[src/rtl/fetch_sequencer_if.sv]
// Instruction-memory fetch bus between the fetch sequencer (master) and
// instruction memory (slave).
interface fetch_sequencer_if;
  // Handshake: imem_req is high only while the sequencer waits for an
  // instruction and is not stalled; imem_ack is taken as "data for
  // imem_addr is available" only in a cycle where imem_req is high.
  logic        imem_req;
  logic [31:0] imem_addr;
  logic        imem_ack;

  modport master (output imem_req, output imem_addr, input imem_ack);
  modport slave  (input imem_req, input imem_addr, output imem_ack);
endinterface

[src/rtl/fetch_sequencer.sv]
// Program-counter sequencer for instruction fetch: request/ack handshake,
// relative jumps, and call/return through a circular return-address stack.
module fetch_sequencer #(
  parameter int          RAS_DEPTH = 4,
  parameter logic [31:0] RESET_PC  = 32'h0
) (
  input  logic                clk,
  input  logic                rst_n,
  input  logic                stall,
  input  logic                halt,
  input  logic                jump,
  input  logic [31:0]         jump_off,
  input  logic                call,
  input  logic                ret,
  fetch_sequencer_if.master   bus,
  output logic [31:0]         pc,
  output logic                instr_valid,
  output logic                ras_empty,
  output logic                ras_full,
  output logic                ras_err,
  output logic [1:0]          dbg_state  // 0 IDLE, 1 REQ, 2 ISSUE, 3 HALTED
);

  localparam int             SPW       = $clog2(RAS_DEPTH);
  localparam logic [SPW-1:0] SP_ONE    = 1;
  localparam logic [SPW:0]   CNT_ONE   = 1;
  localparam logic [SPW:0]   DEPTH_CNT = RAS_DEPTH[SPW:0];

  typedef enum logic [1:0] {
    IDLE   = 2'd0,
    REQ    = 2'd1,
    ISSUE  = 2'd2,
    HALTED = 2'd3
  } state_t;

  state_t         state, state_nxt;
  logic [31:0]    pc_nxt;
  logic [31:0]    pc_inc;
  logic [31:0]    target;
  logic [31:0]    ras_top;
  logic [31:0]    ras_mem [RAS_DEPTH];
  logic [SPW-1:0] sp;   // next free slot; top of stack is sp-1
  logic [SPW:0]   cnt;
  logic           do_push, do_pop, ras_fault, fetch_done;

  assign pc_inc  = pc + 32'd1;
  // Negative offsets are one's-complement encoded, hence the +1 when bit 31 is set.
  assign target  = pc + jump_off + {31'd0, jump_off[31]};
  assign ras_top = ras_mem[sp - SP_ONE];

  assign ras_empty  = (cnt == '0);
  assign ras_full   = (cnt == DEPTH_CNT);
  assign fetch_done = (state == REQ) && bus.imem_ack && !stall;

  assign bus.imem_req  = (state == REQ) && !stall;
  assign bus.imem_addr = pc;
  assign dbg_state     = state;

  always_comb begin
    state_nxt = state;
    pc_nxt    = pc;
    do_push   = 1'b0;
    do_pop    = 1'b0;
    ras_fault = 1'b0;
    case (state)
      IDLE:   if (!stall) state_nxt = REQ;
      REQ:    if (fetch_done) state_nxt = ISSUE;
      ISSUE: begin
        if (!stall) begin
          state_nxt = halt ? HALTED : REQ;
          if (ret) begin
            if (ras_empty) begin
              pc_nxt    = pc_inc;
              ras_fault = 1'b1;
            end else begin
              pc_nxt = ras_top;
              do_pop = 1'b1;
            end
          end else if (call) begin
            pc_nxt    = target;
            do_push   = 1'b1;
            ras_fault = ras_full;
          end else if (jump) begin
            pc_nxt = target;
          end else begin
            pc_nxt = pc_inc;
          end
        end
      end
      HALTED: state_nxt = HALTED;
      default: state_nxt = IDLE;
    endcase
  end

  always_ff @(posedge clk) begin
    if (!rst_n) begin
      state       <= IDLE;
      pc          <= RESET_PC;
      instr_valid <= 1'b0;
      sp          <= '0;
      cnt         <= '0;
      ras_err     <= 1'b0;
    end else begin
      state       <= state_nxt;
      pc          <= pc_nxt;
      instr_valid <= fetch_done;
      if (ras_fault) ras_err <= 1'b1;
      // A push onto a full stack overwrites the oldest entry; the count saturates.
      if (do_push) begin
        sp <= sp + SP_ONE;
        if (!ras_full) cnt <= cnt + CNT_ONE;
      end else if (do_pop) begin
        sp  <= sp - SP_ONE;
        cnt <= cnt - CNT_ONE;
      end
    end
  end

  always_ff @(posedge clk) begin
    if (rst_n && do_push) ras_mem[sp] <= pc_inc;
  end

endmodule

[src/flat_wrapper.sv]
// flat-port wrapper written by rule: the top's interface ports become plain ports
module fetch_sequencer_flat 
#(
  parameter int          RAS_DEPTH = 4,
  parameter logic [31:0] RESET_PC  = 32'h0
)
  (clk, rst_n, stall, halt, jump, jump_off, call, ret, pc, instr_valid, ras_empty, ras_full, ras_err, dbg_state, bus_imem_req, bus_imem_addr, bus_imem_ack);
  fetch_sequencer_if bus_i ();
  input  logic clk;
  input  logic rst_n;
  input  logic stall;
  input  logic halt;
  input  logic jump;
  input  logic [31:0] jump_off;
  input  logic call;
  input  logic ret;
  output logic [31:0] pc;
  output logic instr_valid;
  output logic ras_empty;
  output logic ras_full;
  output logic ras_err;
  output logic [1:0] dbg_state;
  output wire logic [$bits(bus_i.imem_req)-1:0] bus_imem_req;
  output wire logic [$bits(bus_i.imem_addr)-1:0] bus_imem_addr;
  input wire logic [$bits(bus_i.imem_ack)-1:0] bus_imem_ack;
  assign bus_imem_req = bus_i.imem_req;
  assign bus_imem_addr = bus_i.imem_addr;
  assign bus_i.imem_ack = bus_imem_ack;
  fetch_sequencer #(.RAS_DEPTH(RAS_DEPTH), .RESET_PC(RESET_PC)) u_core (.clk(clk), .rst_n(rst_n), .stall(stall), .halt(halt), .jump(jump), .jump_off(jump_off), .call(call), .ret(ret), .bus(bus_i), .pc(pc), .instr_valid(instr_valid), .ras_empty(ras_empty), .ras_full(ras_full), .ras_err(ras_err), .dbg_state(dbg_state));
endmodule
[config.mk]
export PLATFORM = sky130hd
export DESIGN_NAME = fetch_sequencer_flat
export DESIGN_NICKNAME = d
export VERILOG_FILES = /design/src/rtl/fetch_sequencer_if.sv /design/src/rtl/fetch_sequencer.sv /design/src/flat_wrapper.sv
export SDC_FILE = /design/constraint.sdc
export NUM_CORES = 1
export LEC_CHECK = 0
export CAP_MARGIN = 0
export CORE_ASPECT_RATIO = 1.2
export CORE_MARGIN = 5
export CORE_UTILIZATION = 42
export CTS_BUF_LIST = sky130_fd_sc_hd__clkbuf_8 sky130_fd_sc_hd__clkbuf_16
export CTS_CLUSTER_DIAMETER = 120
export DETAILED_ROUTE_END_ITERATION = 8
export PLACE_DENSITY = 0.62
export SYNTH_ARGS = -nofsm -noshare
export SYNTH_HDL_FRONTEND = slang
export SYNTH_SLANG_ARGS = --single-unit
export TNS_END_PERCENT = 100
[constraint.sdc]
create_clock -name clk -period 3.7 [get_ports clk]
set_input_delay 0.74 -clock clk [delete_from_list [all_inputs] [get_ports clk]]
set_output_delay 0.74 -clock clk [all_outputs]
set_load 0.05 [all_outputs]
Word-level counts from Yosys, hierarchy flattened:

Memory sizes are Yosys's and may differ from the RTL's.
Index checks and enable logic that the tools add are counted.

* register bits after elaboration: 41
* RAM bits: 128
* bits of input ports: 40
* output and inout port bits: 71
* logic and storage cells: 63
* memories kept: 1

Memory list
* u_core.ras_mem: words 4, bits a word 32, rd ports 1, clocked after memory_dff 0, write ports 1, line fetch_sequencer.sv:41 `logic [31:0] ras_mem [RAS_DEPTH];`

* add/subtract/negate cells: 7
* equality and inequality tests: 8
* multiplexer cells: 29
* bitwise operators: 1
* reductions and logical operators: 11

Operators by type and width (count)
* two-way mux 32 bit: 4
* adder 32 x 1 -> 32 bit: 1
* adder 32 x 1 -> 32 bit (second input constant): 1
* adder 32 bit: 1
* two-way mux 1 bit: 15
* two-way mux 2 bit: 6
* two-way mux 3 bit: 3
* case mux 2 bit (4 select lines): 1
* inequality test 2 bit (second input constant): 3
* equality test 2 bit (second input constant): 2
* logical AND 1 bit: 4
* AND reduction 2 bit: 2
* adder 3 x 1 -> 3 bit (second input constant): 1
* equality test 3 bit (second input constant): 1
* zero test 3 bit: 1
* AND reduction 3 bit: 1
* subtractor 3 x 1 -> 3 bit (second input constant): 1
* adder 2 x 1 -> 2 bit (second input constant): 1
* equality test 2 x 1 -> 1 bit (second input constant): 1
* zero test 2 bit: 1
* inequality test 2 x 1 -> 1 bit (second input constant): 1
* nonzero test 2 bit: 1
* subtractor 2 x 1 -> 2 bit (second input constant): 1
* zero test 1 bit: 1
* inverter 1 bit: 1

Depth between registers and ports, before layout:

* depth after elaboration: 7
* mapped depth: 11
* mapped depth without buffers: 10

Worst setup path after synthesis:

No wires, ideal clock.

* kind: input port to flip-flop
* start point: input jump_off[0]
* end point: register u_core.pc[28] (netlist: u_core.bus.imem_addr[28])
* setup time: 0.120 ns
* arrival time: 3.151 ns
* data required time: 3.580 ns
* setup slack: 0.430 ns
* stages on the path: 10
* path buffers: 0
* path through: fa_1 > fa_1 > a21o_1 > a221oi_2 > o21ai_2 > o211ai_2 > a21oi_2 > or4_4 > o211ai_2 > a21oi_2

* longest elaborated chain between the ends: 5

Ends and longest elaborated chain
* from (decl): line flat_wrapper.sv:14 `input logic [31:0] jump_off;`
* adder 32 bit *: line fetch_sequencer.sv:48 `assign target = pc + jump_off + {31'd0, jump_off[31]};`
* adder 32 x 1 -> 32 bit *: line fetch_sequencer.sv:48
* two-way mux 32 bit: line fetch_sequencer.sv:83 `end else if (jump) begin`
* two-way mux 32 bit *: line fetch_sequencer.sv:79 `end else if (call) begin`
* two-way mux 32 bit *: line fetch_sequencer.sv:71 `if (ret) begin`
* to (signal assigned): line fetch_sequencer.sv:105 `pc <= pc_nxt;`
* to (decl): line fetch_sequencer.sv:16 `output logic [31:0] pc,`

Mark *: on every way between the ends. The rest lies on a longest branch, timed or not.
A chain may end at the register's enable or synchronous reset.

Worst setup path in the final report:

* start point: input jump_off[31]
* end point: register u_core.pc[28] (netlist: u_core.bus.imem_addr[28])

* longest elaborated chain between the ends: 4

Ends and longest elaborated chain (line)
* adder 32 x 1 -> 32 bit *: fetch_sequencer.sv:48
* two-way mux 32 bit: fetch_sequencer.sv:83
* two-way mux 32 bit *: fetch_sequencer.sv:79
* two-way mux 32 bit *: fetch_sequencer.sv:71

Marked as above.

==> results.json <==
{
  "syn_to_final_growth_pct": 20.75,
  "hp-class": "reg -> reg",
  "die_w_um": 146.5,
  "clk_pin_slew_ns": 0.07,
  "clock_sinks": 169,
  "crit_path_end_kind": "register",
  "period_minus_slack_ns": 3.519,
  "path_max_fanout": 4,
  "met3WireLength_um": 1259,
  "postCtsSetupBuffers": 0,
  "cts_tree": "done",
  "routed_wl_um": 26090,
  "grt_pass1_vias": 7128,
  "dp_hpwl_um": 18350,
  "slew_headroom_pct": 50.84,
  "vias": 6967,
  "grt_start_max_net_pins": 43,
  "status": "finished clean",
  "initial_utilization_pct": 42.26,
  "ys_seq_area_share_pct": 49.67,
  "synth_nets": 873,
  "critical_path_arrival_ns": 3.84,
  "antenna_left": 0,
  "maxUsedRoutingLayer": "met4",
  "tns_ns": 0,
  "drc": 0,
  "grt_pass1_wl_um": 40300,
  "ys_ff_latch": 169,
  "dieHeight_um": 173.8,
  "synth.distinct_cells": 81,
  "gp_congestion": 0.8144,
  "rsz0062_at_grt": "false",
  "portBuffers": 110,
  "max_stage_delay_ns": 0.57,
  "clock_path_buffers": 2,
  "cts-resized-gates": 0,
  "total_leakage_power_nw": 3.977,
  "rows": 60,
  "vdd_drop_max_v": 0.0003589,
  "synthArstFlopShare_pct": 0,
  "grt_overflow": 0,
  "core_area_sq_um": 22220,
  "synth_edf_count": 128,
  "synthesis.area_sq_um": 9390,
  "layout-drive-gt1-share_pct": 14.98,
  "cts_hold_buf": 0,
  "antenna_found_initial": 0,
  "dieArea_sq_um": 25460,
  "finalHoldViolations": 0,
  "path_cells": "clkdlybuf4s50_1 -> fa_1 -> fa_1 -> a21o_1 -> a221oi_2 -> buf_4 -> o21ai_2 -> o211ai_2 -> a21oi_2 -> or4_4 -> o211ai_2 -> a21oi_2",
  "setup_viol": 0,
  "wl_per_cell_um": 21.98,
  "worstPathRequired_ns": 4.02,
  "numCtsBuffers": 17,
  "power_mw": 4.333,
  "drtPass1Iterations": 5,
  "criticalPathCategory": "in -> reg",
  "power_density_nw_per_um2": 382.2,
  "wl_met2_um": 13360,
  "start_kind": "input pin",
  "finalMaxSlewViolations": 0,
  "worst_slew_pin_slew_ns": 0.7374,
  "fin_nets": 973,
  "grt_usage_pct": 20.45,
  "drv_cap": 0,
  "fillers": 2012,
  "yosys_warnings": 0,
  "cts-root-buf": "clkbuf_16",
  "met1Wirelength_um": 10820,
  "via_per_inst": 5.869,
  "fin_crit_sh_pct": 95.12,
  "syn_inst": 795,
  "drtIter0Drc": 541,
  "ctsHtreeMaxLevel": 4,
  "syn_area_per_cell_sq_um": 11.81,
  "io_pins": 111,
  "fmaxAchievable_ghz": 0.2841,
  "antennaDiodeCount": 0,
  "clock_latency_ns": 0.44,
  "synth_top_flop_cell": "edfxtp_1",
  "cp_slowest_cell": "clkdlybuf4s50_1",
  "finClkSkew_ns": 0.01238
}
[metal layers]
layer	track usage [%]	vias to the layer above
met2	35.70	230
met5	0	-
met4	6.784	0
li1	-	3258
met3	3.556	42
met1	25.75	3437
[cells in the final DEF (no fill, tap or decap), types with 9 or more instances in the layout]
| master | synthesis | routed |
|---|---|---|
| nor2_1 | 35 | 33 |
| a21o_1 | 13 | 13 |
| xnor2_1 | 34 | 34 |
| nand3_1 | 19 | 19 |
| inv_1 | 17 | 17 |
| clkdlybuf4s50_1 | 0 | 110 |
| a221oi_1 | 19 | 19 |
| ha_1 | 35 | 35 |
| nand2_1 | 54 | 54 |
| mux4_2 | 32 | 32 |
| nand4_1 | 16 | 16 |
| nor3_1 | 9 | 9 |
| clkbuf_16 | 0 | 17 |
| and3_1 | 15 | 15 |
| dfxtp_1 | 41 | 40 |
| edfxtp_1 | 128 | 128 |
| a21oi_1 | 58 | 58 |
| a22oi_1 | 10 | 10 |
| o21ai_0 | 40 | 40 |
| buf_4 | 33 | 42 |
| a31oi_1 | 10 | 10 |
| xor2_1 | 19 | 19 |
[path summary, 6_finish.rpt]
path / startpoint / endpoint / slack, ns / cells after the start
max: jump_off[31] / u_core.bus.imem_addr[28] / 0.18 / 12
min: u_core.cnt[2] / u_core.cnt[2] / 0.52 / 2
max reg2reg: u_core.bus.imem_addr[1] / u_core.bus.imem_addr[28] / 0.64 / 9
min reg2reg: u_core.cnt[2] / u_core.cnt[2] / 0.52 / 2
[worst max-delay path: cells and delay by family]
family | cells | cell delay, ns
compound gates | 7 | 1.01
fa+ha+maj | 2 | 0.87
buf+inv | 2 | 0.73
simple gates | 1 | 0.48
[sequential cells by signal, indices dropped and copies added, names as in the netlist]
register / cells
u_core.bus.imem_addr: 32
u_core.dbg_state: 2
u_core.ras_mem: 128
u_core.ras_err: 1
u_core.cnt: 3
u_core.sp: 2
u_core.instr_valid: 1
[layout make-up]
cell class                 instances  area, sq um  share of cell area [%]
clock inverter                    15        191.4                   1.688
sequential                       169         4666                   41.15
timing repair buffer             152         1416                   12.49
clock buffer                      17        425.4                   3.752
tap                              279        349.1                   3.079
inverter                          20        76.32                  0.6731
multi-input combinational        535         4214                   37.17
[stage by stage]
step / cells / setup slack [ns] / area [sq um] / hold WS (ns) / utilization (%)
after floorplan: 795 / 0.4297 / 9390 / 0.4744 / -
after global placement: 1155 / -0.1993 / 10720 / 0.4961 / 48.25
after detailed placement: 1155 / -0.2066 / 10720 / 0.5064 / 48.25
after CTS: 1187 / 0.2429 / 11340 / 0.5173 / 51.02
after global routing: 1187 / 0.1205 / 11340 / 0.5359 / 51.02
final: 1187 / 0.1806 / 11340 / 0.5214 / 51.02
[synth_stat cells, types with 10 or more instances]
| cell type | count | share of area, % |
|---|---|---|
| inv_1 | 17 | 0.68 |
| mux4_2 | 32 | 7.7 |
| a31oi_1 | 10 | 0.67 |
| buf_4 | 33 | 2.6 |
| a22oi_1 | 10 | 0.80 |
| a21o_1 | 13 | 1.0 |
| clkbuf_1 | 25 | 1.0 |
| o21ai_0 | 40 | 2.1 |
| xnor2_1 | 34 | 3.2 |
| and3_1 | 15 | 1.0 |
| nand3_1 | 19 | 1.0 |
| nand4_1 | 16 | 1.1 |
| dfxtp_1 | 41 | 8.7 |
| ha_1 | 35 | 4.7 |
| xor2_1 | 19 | 1.8 |
| nor2_1 | 35 | 1.4 |
| a21oi_1 | 58 | 3.1 |
| edfxtp_1 | 128 | 41 |
| nand2_1 | 54 | 2.2 |
| a221oi_1 | 19 | 1.8 |
[cell families (layout without fill, tap and decap cells)]
family          after synthesis  after routing  share of synthesized area [%]
buf+inv                      91            204                          5.596
flops                       169            169                          49.67
compound gates              214            214                          15.30
fa+ha+maj                    38             38                          5.303
simple gates                193            193                          10.98
mux                          37             37                          8.208
xor+xnor                     53             53                          4.943
[power by group]
part | internal, mW | switching (mW)
sequential | 2.03 | 0.0272
combinational | 0.180 | 0.276
clock | 0.928 | 0.888
total | 3.14 | 1.19
(Power assumes the default switching activity.)
